## src/rtl/instr_control_unit_if.sv

```systemverilog
// Purpose : datapath-facing bundle of the control sequencer: IR and memory-ready
//           come back from the datapath, every bus/register/ALU/memory strobe goes out.
// Ports   : master = sequencer side (drives strobes), slave = datapath side.
interface instr_control_unit_if;
  logic [31:0] ir;         // current IR contents
  logic        mem_ready;  // memory read data valid on Mdatain

  // bus drive enables
  logic        PCout;
  logic        Zlowout;
  logic        MDRout;
  // register load enables
  logic        MARin;
  logic        Zin;
  logic        PCin;
  logic        MDRin;
  logic        IRin;
  logic        Yin;
  // ALU / memory control
  logic        IncPC;
  logic        read;
  logic [3:0]  alu_op;     // one-hot {OR,AND,SUB,ADD}
  // GP register file access
  logic        reg_out;
  logic        reg_in;
  logic [3:0]  reg_sel;

  modport master (
    input  ir, mem_ready,
    output PCout, Zlowout, MDRout, MARin, Zin, PCin, MDRin, IRin, Yin,
           IncPC, read, alu_op, reg_out, reg_in, reg_sel
  );

  modport slave (
    output ir, mem_ready,
    input  PCout, Zlowout, MDRout, MARin, Zin, PCin, MDRin, IRin, Yin,
           IncPC, read, alu_op, reg_out, reg_in, reg_sel
  );
endinterface

```

## src/rtl/instr_control_unit.sv

```systemverilog
// Purpose : hardwired fetch (T0-T2) / reg-reg ALU execute (T3-T5) sequencer for the 32-bit bus datapath.
// Latency : 6 cycles per ALU instruction, +1 per cycle mem_ready is low in T1; strobes are Moore outputs.
// Backpr. : T1 holds (strobes asserted) until mem_ready=1; run only sampled at instruction boundaries.
// Ports   : clk, reset_n (async active-low), run (level), bus (master modport: ir/mem_ready in,
//           strobes out), halted, illegal_op (one-cycle pulse in T3), instr_count (retired ALU ops).
module instr_control_unit #(
  parameter int CNT_W = 16
) (
  input  logic                 clk,
  input  logic                 reset_n,
  input  logic                 run,
  instr_control_unit_if.master bus,
  output logic                 halted,
  output logic                 illegal_op,
  output logic [CNT_W-1:0]     instr_count
);

  localparam logic [4:0] OP_ADD  = 5'b01001;
  localparam logic [4:0] OP_SUB  = 5'b01010;
  localparam logic [4:0] OP_AND  = 5'b01011;
  localparam logic [4:0] OP_OR   = 5'b01100;
  localparam logic [4:0] OP_HALT = 5'b11111;

  typedef enum logic [2:0] {
    S_IDLE = 3'd0,
    S_T0   = 3'd1,
    S_T1   = 3'd2,
    S_T2   = 3'd3,
    S_T3   = 3'd4,
    S_T4   = 3'd5,
    S_T5   = 3'd6,
    S_HALT = 3'd7
  } state_t;

  // Reset is asserted asynchronously but released through two flops, so the
  // sequencer never leaves IDLE on the same edge that reset_n deasserts near.
  logic rst_meta_q, rst_meta_d;
  logic rst_sync_q, rst_sync_d;

  assign rst_meta_d = 1'b1;
  assign rst_sync_d = rst_meta_q;

  always_ff @(posedge clk or negedge reset_n) begin
    if (!reset_n) begin
      rst_meta_q <= 1'b0;
      rst_sync_q <= 1'b0;
    end else begin
      rst_meta_q <= rst_meta_d;
      rst_sync_q <= rst_sync_d;
    end
  end

  state_t             state_q, state_d;
  logic [CNT_W-1:0]   instr_count_q, instr_count_d;

  always_ff @(posedge clk or negedge rst_sync_q) begin
    if (!rst_sync_q) begin
      state_q       <= S_IDLE;
      instr_count_q <= '0;
    end else begin
      state_q       <= state_d;
      instr_count_q <= instr_count_d;
    end
  end

  // IR field decode
  logic [4:0] opcode;
  logic [3:0] ra, rb, rc;
  logic       is_alu;
  logic [3:0] alu_onehot;
  logic       unused_ir_bits;

  assign opcode         = bus.ir[31:27];
  assign ra             = bus.ir[26:23];
  assign rb             = bus.ir[22:19];
  assign rc             = bus.ir[18:15];
  assign unused_ir_bits = ^bus.ir[14:0];

  always_comb begin
    is_alu     = 1'b1;
    alu_onehot = 4'b0000;
    unique case (opcode)
      OP_ADD:  alu_onehot = 4'b0001;
      OP_SUB:  alu_onehot = 4'b0010;
      OP_AND:  alu_onehot = 4'b0100;
      OP_OR:   alu_onehot = 4'b1000;
      default: is_alu = 1'b0;
    endcase
  end

  // Next-state and Moore output decode
  always_comb begin
    state_d       = state_q;
    instr_count_d = instr_count_q;

    bus.PCout   = 1'b0;
    bus.Zlowout = 1'b0;
    bus.MDRout  = 1'b0;
    bus.MARin   = 1'b0;
    bus.Zin     = 1'b0;
    bus.PCin    = 1'b0;
    bus.MDRin   = 1'b0;
    bus.IRin    = 1'b0;
    bus.Yin     = 1'b0;
    bus.IncPC   = 1'b0;
    bus.read    = 1'b0;
    bus.alu_op  = 4'b0000;
    bus.reg_out = 1'b0;
    bus.reg_in  = 1'b0;
    bus.reg_sel = 4'd0;
    halted      = 1'b0;
    illegal_op  = 1'b0;

    unique case (state_q)
      S_IDLE: begin
        if (run) state_d = S_T0;
      end
      S_T0: begin
        bus.PCout = 1'b1;
        bus.MARin = 1'b1;
        bus.IncPC = 1'b1;
        bus.Zin   = 1'b1;
        state_d   = S_T1;
      end
      S_T1: begin
        // Held while memory is not ready; re-loading PC from Z is idempotent.
        bus.Zlowout = 1'b1;
        bus.PCin    = 1'b1;
        bus.read    = 1'b1;
        bus.MDRin   = 1'b1;
        if (bus.mem_ready) state_d = S_T2;
      end
      S_T2: begin
        bus.MDRout = 1'b1;
        bus.IRin   = 1'b1;
        state_d    = S_T3;
      end
      S_T3: begin
        if (is_alu) begin
          bus.reg_out = 1'b1;
          bus.reg_sel = rb;
          bus.Yin     = 1'b1;
          state_d     = S_T4;
        end else if (opcode == OP_HALT) begin
          state_d = S_HALT;
        end else begin
          // Undefined opcode: skip execute, no register traffic this cycle.
          illegal_op = 1'b1;
          state_d    = run ? S_T0 : S_IDLE;
        end
      end
      S_T4: begin
        bus.reg_out = 1'b1;
        bus.reg_sel = rc;
        bus.alu_op  = alu_onehot;
        bus.Zin     = 1'b1;
        state_d     = S_T5;
      end
      S_T5: begin
        bus.Zlowout   = 1'b1;
        bus.reg_in    = 1'b1;
        bus.reg_sel   = ra;
        instr_count_d = instr_count_q + 1'b1;  // wraps naturally
        state_d       = run ? S_T0 : S_IDLE;
      end
      S_HALT: begin
        halted = 1'b1;
      end
      default: state_d = S_IDLE;
    endcase
  end

  assign instr_count = instr_count_q;

endmodule

```

## src/flat_wrapper.sv

```systemverilog
// flat-port wrapper written by rule: the top's interface ports become plain ports
module instr_control_unit_flat 
#(
  parameter int CNT_W = 16
)
  (clk, reset_n, run, halted, illegal_op, instr_count, bus_ir, bus_mem_ready, bus_PCout, bus_Zlowout, bus_MDRout, bus_MARin, bus_Zin, bus_PCin, bus_MDRin, bus_IRin, bus_Yin, bus_IncPC, bus_read, bus_alu_op, bus_reg_out, bus_reg_in, bus_reg_sel);
  instr_control_unit_if bus_i ();
  input  logic clk;
  input  logic reset_n;
  input  logic run;
  output logic halted;
  output logic illegal_op;
  output logic [CNT_W-1:0] instr_count;
  input wire logic [$bits(bus_i.ir)-1:0] bus_ir;
  input wire logic [$bits(bus_i.mem_ready)-1:0] bus_mem_ready;
  output wire logic [$bits(bus_i.PCout)-1:0] bus_PCout;
  output wire logic [$bits(bus_i.Zlowout)-1:0] bus_Zlowout;
  output wire logic [$bits(bus_i.MDRout)-1:0] bus_MDRout;
  output wire logic [$bits(bus_i.MARin)-1:0] bus_MARin;
  output wire logic [$bits(bus_i.Zin)-1:0] bus_Zin;
  output wire logic [$bits(bus_i.PCin)-1:0] bus_PCin;
  output wire logic [$bits(bus_i.MDRin)-1:0] bus_MDRin;
  output wire logic [$bits(bus_i.IRin)-1:0] bus_IRin;
  output wire logic [$bits(bus_i.Yin)-1:0] bus_Yin;
  output wire logic [$bits(bus_i.IncPC)-1:0] bus_IncPC;
  output wire logic [$bits(bus_i.read)-1:0] bus_read;
  output wire logic [$bits(bus_i.alu_op)-1:0] bus_alu_op;
  output wire logic [$bits(bus_i.reg_out)-1:0] bus_reg_out;
  output wire logic [$bits(bus_i.reg_in)-1:0] bus_reg_in;
  output wire logic [$bits(bus_i.reg_sel)-1:0] bus_reg_sel;
  assign bus_i.ir = bus_ir;
  assign bus_i.mem_ready = bus_mem_ready;
  assign bus_PCout = bus_i.PCout;
  assign bus_Zlowout = bus_i.Zlowout;
  assign bus_MDRout = bus_i.MDRout;
  assign bus_MARin = bus_i.MARin;
  assign bus_Zin = bus_i.Zin;
  assign bus_PCin = bus_i.PCin;
  assign bus_MDRin = bus_i.MDRin;
  assign bus_IRin = bus_i.IRin;
  assign bus_Yin = bus_i.Yin;
  assign bus_IncPC = bus_i.IncPC;
  assign bus_read = bus_i.read;
  assign bus_alu_op = bus_i.alu_op;
  assign bus_reg_out = bus_i.reg_out;
  assign bus_reg_in = bus_i.reg_in;
  assign bus_reg_sel = bus_i.reg_sel;
  instr_control_unit #(.CNT_W(CNT_W)) u_core (.clk(clk), .reset_n(reset_n), .run(run), .bus(bus_i), .halted(halted), .illegal_op(illegal_op), .instr_count(instr_count));
endmodule
```

## config.mk

```make
export PLATFORM = sky130hd
export DESIGN_NAME = instr_control_unit_flat
export DESIGN_NICKNAME = d
export VERILOG_FILES = /design/src/rtl/instr_control_unit_if.sv /design/src/rtl/instr_control_unit.sv /design/src/flat_wrapper.sv
export SDC_FILE = /design/constraint.sdc
export NUM_CORES = 1
export LEC_CHECK = 0
export BUFFER_PORTS_ARGS = -buffer_cell sky130_fd_sc_hd__buf_2
export CORE_UTILIZATION = 40
export CTS_CLUSTER_DIAMETER = 150
export CTS_CLUSTER_SIZE = 16
export DETAILED_ROUTE_END_ITERATION = 10
export PLACE_DENSITY = 0.83
export SLEW_MARGIN = 10
export SYNTH_ARGS = -nofsm -noshare
export SYNTH_HDL_FRONTEND = slang
export SYNTH_SLANG_ARGS = --single-unit
```

## constraint.sdc

```tcl
create_clock -name clk -period 2.19 [get_ports clk]
set_input_delay 0.1095 -clock clk [delete_from_list [all_inputs] [get_ports clk]]
set_output_delay 0.1095 -clock clk [all_outputs]
set_load 0.005 [all_outputs]
```

==> results.yml, run 1 <==
status:
  status: "complete, but fails checks"
  violations: "DRC"
global_routing:
  grt_pass1_wl_mm: 4.18
  antenna_found_initial: 0
  grt_max_degree: 20
  gr-total-overflow: 0
  track_usage_pct: 16.0
  grt_pass1_vias: 1007
routing:
  wl_per_cell_um: 12.0
  wirelength_mm: 2.50
  met1Wirelength_mm: 1.09
  dr.pass1.iters: 7
  met3_length_um: 191
  dr_wl_met2_mm: 1.20
  ant_nets: 0
  first_iter_violations: 21
  vias: 1111
  remaining_drc_errors: 5
  top_layer: "met4"
  viasPerCell: 5.32
worst_hold_path:
  min_path_cells: 3
  whs_endpoint: "u_core.state_q[0]"
  hold_path.class: "input pin to flop"
  worstHoldStart: "run"
power_and_ir_drop:
  power.density_nw_per_um2: 796
  peakVddDrop_mv: 0.405
  total_leakage_power_uw: 0.000834
floorplan:
  row_count: 19
  ios: 75
  die_area_um2: 3300
  die_height_um: 57.5
  core_um2: 2830
  fp.dieW_um: 57.5
  start_util_pct: 43.5
worst_setup_path:
  required_ns: 2.08
  crit_arrival_ns: 1.88
  r2r-end: "u_core.instr_count[1]"
  cp-start-kind: "flop"
  rrSetupSlack_ns: 0.51
  worstReg2RegStart: "u_core.state_q[2]"
  critPathKind: "flop to primary output"
  reg2reg_depth: 3
  cp-end-kind: "primary output"
  crit_fanout: 11
layout:
  diodes: 0
  layout.area.seq_um2: 526
  multi_input_area_um2: 619
  fill_cells: 258
  drive_gt1_share_pct: 40.4
  nets: 216
  areaGrowthSynthToFinish_pct: 24.5
yosys:
  async_flop_share_pct: 100
  synth_top_area_cell: "dfrtp_1"
  synth_top_cell_area_share_pct: 42.7
  synth_ff_type: "dfrtp_1"
  syn_area_um2: 1230
  synthesis.nets: 160
  synth-edff-count: 0
  synth_area_leaders: "dfrtp_1 (43%), xnor2_1 (7.1%), buf_4 (3.7%)"
  synthCells: 123
  synth-seq-area-share_pct: 42.7
  ys_warn_count: 0
  synth.avg_cell_area_um2: 10.0
  yosysMostFrequentCell: "dfrtp_1"
  synthTopCellsByCount: "dfrtp_1 (21), nand2_1 (10), xnor2_1 (10)"
  ys_types: 38
  yosys_register_bits: 21
sta:
  rsz0062_at_grt: "no"
  skew_ns: 0.0124
  worst_slew_pin_slew_ns: 0.721
  slew_headroom_pct: 52.0
  maxClockFrequency_ghz: 0.501
  hold_violations: 0
  slew_violations: 0
  tns_ns: 0
  setup_violations: 0
  min_period_ns: 1.99
  period_share_pct: 91.1
  timing.hold.ws_ns: 0.0815
clocking:
  insertion_delay_ns: 0.30
  cts_made_buffers: 3
  cts_tree: "yes"
  htreeDepth: 1
  clockRootBuffer: "clkbuf_4"
  post_cts_resized: 0
  clk_path_buf_depth: 2
  clkSlewWorstSetupHoldPaths_ns: 0.10
  clock-sinks: 21
placement:
  dpl.hpwl_mm: 1.97
  portBuffers: 59
  gp_congestion: 0.789
job:
  max_cap_violations: 0
## power by group
part | internal (uW) | switching [uW] | total, uW | leakage, uW
clock network | 68.0 | 113 | 181 | 0.0000177
registers | 441 | 108 | 548 | 0.000281
logic | 236 | 254 | 490 | 0.000535
total | 744 | 475 | 1220 | 0.000834
## flip-flops by register name (all words and copies together), names as in the netlist
register / flops
u_core.instr_count: 16
u_core.state_q: 3
u_core.rst_meta_q: 1
u_core.rst_sync_q: 1
## critical path, stage by stage (launching register included)
cell       delay (ns)
dfrtp_1          0.57
and3b_1          0.25
o21ai_0          0.17
nor3_2           0.31
o2bb2ai_1        0.16
buf_2            0.14
## area by class of cell
| cell class | count | area share (%) |
|---|---|---|
| multi-input cells | 90 | 40.4 |
| clock inverters | 1 | 0.327 |
| clock buffers | 3 | 1.47 |
| repair buffers | 61 | 20.4 |
| inverters | 2 | 0.490 |
| well taps | 31 | 2.53 |
| flip-flops and latches | 21 | 34.3 |
## cells by family after synthesis
logic type	count (synthesis)	synth area share, %
buffers and inverters	12	6.92
and+or+nand+nor	53	25.9
muxes	1	0.915
other	1	0.305
adders and majority gates	1	1.02
xor gates and xnor gates	15	10.7
DFF	21	42.7
AOI/OAI and AO/OA	19	11.5
## worst max path at each step
stage	from	end	slack [ns]	depth (start not counted)
final	u_core.state_q[2]	bus_reg_sel[1]	0.20	5
after global routing	u_core.state_q[2]	bus_reg_sel[2]	0.004	5
after CTS	u_core.state_q[2]	bus_reg_sel[1]	0.17	5
after detailed placement	u_core.state_q[2]	u_core.instr_count[1]	0.51	3
after global placement	u_core.state_q[2]	u_core.instr_count[1]	0.52	3
after floorplan	u_core.state_q[0]	u_core.instr_count[1]	0.76	5
## per-layer routing
layer / global-route usage (%) / up-vias
met2: 29.6 / 52
met1: 19.1 / 511
met4: 4.18 / 0
met5: 0 / -
met3: 2.49 / 2
li1: - / 546
## stage by stage
stage               utilization, %  setup WS [ns]  instances  total power, uW  cell area, um2
finish                        54.1          0.196        209             1220            1530
global route                  54.1        0.00377        209             1330            1530
floorplan                        -          0.757        123              943            1230
global placement              52.8          0.517        204             1040            1490
detailed placement            52.8          0.512        204             1050            1490
CTS                           54.1          0.170        209             1230            1530
## cells in the final DEF, fill, tap and decap left out, types with 2 or more instances in the layout
master / count
buf_2: 59
dfrtp_1: 21
nand2_1: 10
xnor2_1: 10
nor2_1: 9
and3_1: 7
xor2_1: 5
a22oi_1: 4
o2bb2ai_1: 4
nor3_1: 4
nand4_1: 4
nand3_1: 4
nor2b_1: 3
o21ai_0: 3
clkbuf_4: 3
and2_1: 2
nor3_2: 2
nor4b_1: 2
## what timing repair did
action,4_1_cts,5_1_grt
endpoints found under the hold margin,2,0
buffers inserted,0,0
hold buffers,1,0
Power figures use the tool's default switching activity.
==> run 2, diff against run 1 <==
==> constraint.sdc (replaced) <==
create_clock -name clk -period 2.19 [get_ports clk]
set_input_delay 0.219 -clock clk [delete_from_list [all_inputs] [get_ports clk]]
set_output_delay 0.219 -clock clk [all_outputs]
set_load 0.005 [all_outputs]
==> run 2 against run 1 <==
  * The run still ends with DRC left
  * Clock power barely moved
  * First-iteration DRC count fell by 52%
  * Non-clock buffer count is the same
==> results.yml, run 2 (synthesis results as in run 1) <==
global_routing:
  antenna_found_initial: 0
  gr-total-overflow: 0
  grt_pass1_wl_mm: 4.10
  track_usage_pct: 15.9
  grt_pass1_vias: 1001
  grt_max_degree: 20
power_and_ir_drop:
  power.total_uw: 1210
  power.density_nw_per_um2: 793
  peakVddDrop_mv: 0.368
  total_leakage_power_uw: 0.000830
layout:
  design_area_um2: 1530
  drive_gt1_share_pct: 40.4
  areaGrowthSynthToFinish_pct: 24.5
  mostFrequentLayoutCell: "buf_2"
  instances_no_fill: 209
  largest_reg_flops: 16
  nets: 216
  diodes: 0
  final_cell_mix: "buf_2 (59), dfrtp_1 (20), nand2_1 (10), xnor2_1 (10), nor2_1 (9)"
clocking:
  clock-sinks: 21
  insertion_delay_ns: 0.30
  htreeDepth: 1
  clockRootBuffer: "clkbuf_4"
  cts_made_buffers: 3
  cts_tree: "yes"
  clkSlewWorstSetupHoldPaths_ns: 0.11
  clk_path_buf_depth: 2
  cts_setup_buffers: 0
worst_setup_path:
  cp-end-kind: "primary output"
  cp-start-kind: "flop"
  crit_arrival_ns: 1.78
  required_ns: 1.97
  critPathKind: "flop to primary output"
  crit_fanout: 11
sta:
  worst_slew_pin_slew_ns: 0.718
  setup_violations: 0
  period_share_pct: 91.1
  maxClockFrequency_ghz: 0.501
  hold_violations: 0
  layout_setup_ws_ns: 0.195
  slew_violations: 0
  min_period_ns: 2.00
  tns_ns: 0
  slew_headroom_pct: 52.2
  skew_ns: 0.00687
  rsz0062_at_grt: "no"
placement:
  portBuffers: 59
  place_area_um2: 1490
  gp_congestion: 0.783
  dpl.hpwl_mm: 1.91
  pre_cts_slack_ns: 0.436
  dp.cells: 204
routing:
  vias: 1112
  wirelength_mm: 2.46
  wl_per_cell_um: 11.8
  first_iter_violations: 10
  viasPerCell: 5.32
  remaining_drc_errors: 5
  dr.pass1.iters: 7
  ant_nets: 0
floorplan:
  ios: 75
  die_area_um2: 3300
  die_height_um: 57.5
  start_util_pct: 43.5
  row_count: 19
  core_um2: 2830
  fp.dieW_um: 57.5
job:
  max_cap_violations: 0
status:
  status: "complete, but fails checks"
  violations: "DRC"
worst_hold_path:
  hold_path.class: "input pin to flop"
[run 2: cell types whose count changed in the layout (fill, tap and decap cells not counted)]
cell      change
dfrtp_2       +1
clkbuf_1      +1
clkinv_2      -1
dfrtp_1       -1
[run 2: worst paths after layout]
kind	depth (start not counted)	to	slack, ns	from
setup / recovery	5	bus_reg_sel[1]	0.19	u_core.state_q[2]
hold / removal	3	u_core.state_q[0]	0.17	run
setup reg to reg	3	u_core.instr_count[1]	0.64	u_core.state_q[2]
hold reg to reg	0	u_core.instr_count[6]	0.30	u_core.rst_sync_q
max in group asynchronous	0	u_core.state_q[2]	1.39	u_core.rst_sync_q
min in group asynchronous	2	u_core.rst_meta_q	0.23	reset_n
[run 2: critical path: stages (launching register included)]
cell and delay, ns:
dfrtp_2 0.49, and3b_1 0.22, o21ai_0 0.17, nor3_2 0.30, o2bb2ai_1 0.15, buf_2 0.14
[run 2: per-stage QoR]
step / hold WS [ns] / util (%)
finish: 0.172 / 54.1
global route: 0.176 / 54.1
CTS: 0.163 / 54.1
detailed placement: 0.00566 / 52.8
global placement: 0.00544 / 52.8
floorplan: -0.0766 / -
[run 2: timing repair]
item	4_1_cts	5_1_grt
endpoints found under the hold margin	2	0
setup endpoints to repair	0	4
resized for setup	0	1
hold buffers	1	0
[run 2: area by class of cell]
cell class | instances | area (um2)
fillers | 274 | 1300
multi-input cells | 90 | 619
flip-flops and latches | 21 | 527
repair buffers | 61 | 313
well taps | 31 | 38.8
clock buffers | 4 | 26.3
inverters | 2 | 7.51
[run 2: metal layers]
layer / vias up / global-route usage, % / routed length, um
li1: 550 / - / -
met1: 504 / 20.1 / 1120
met3: 4 / 2.72 / 176
met5: - / 0 / 0
met4: 0 / 6.27 / 35
met2: 54 / 26.7 / 1130
[run 2: report_power, final]
group	internal (uW)	leakage (uW)	switching [uW]	total (uW)
Clock	71.0	0.0000150	107	178
Combinational	235	0.000535	251	486
Sequential	442	0.000279	107	550
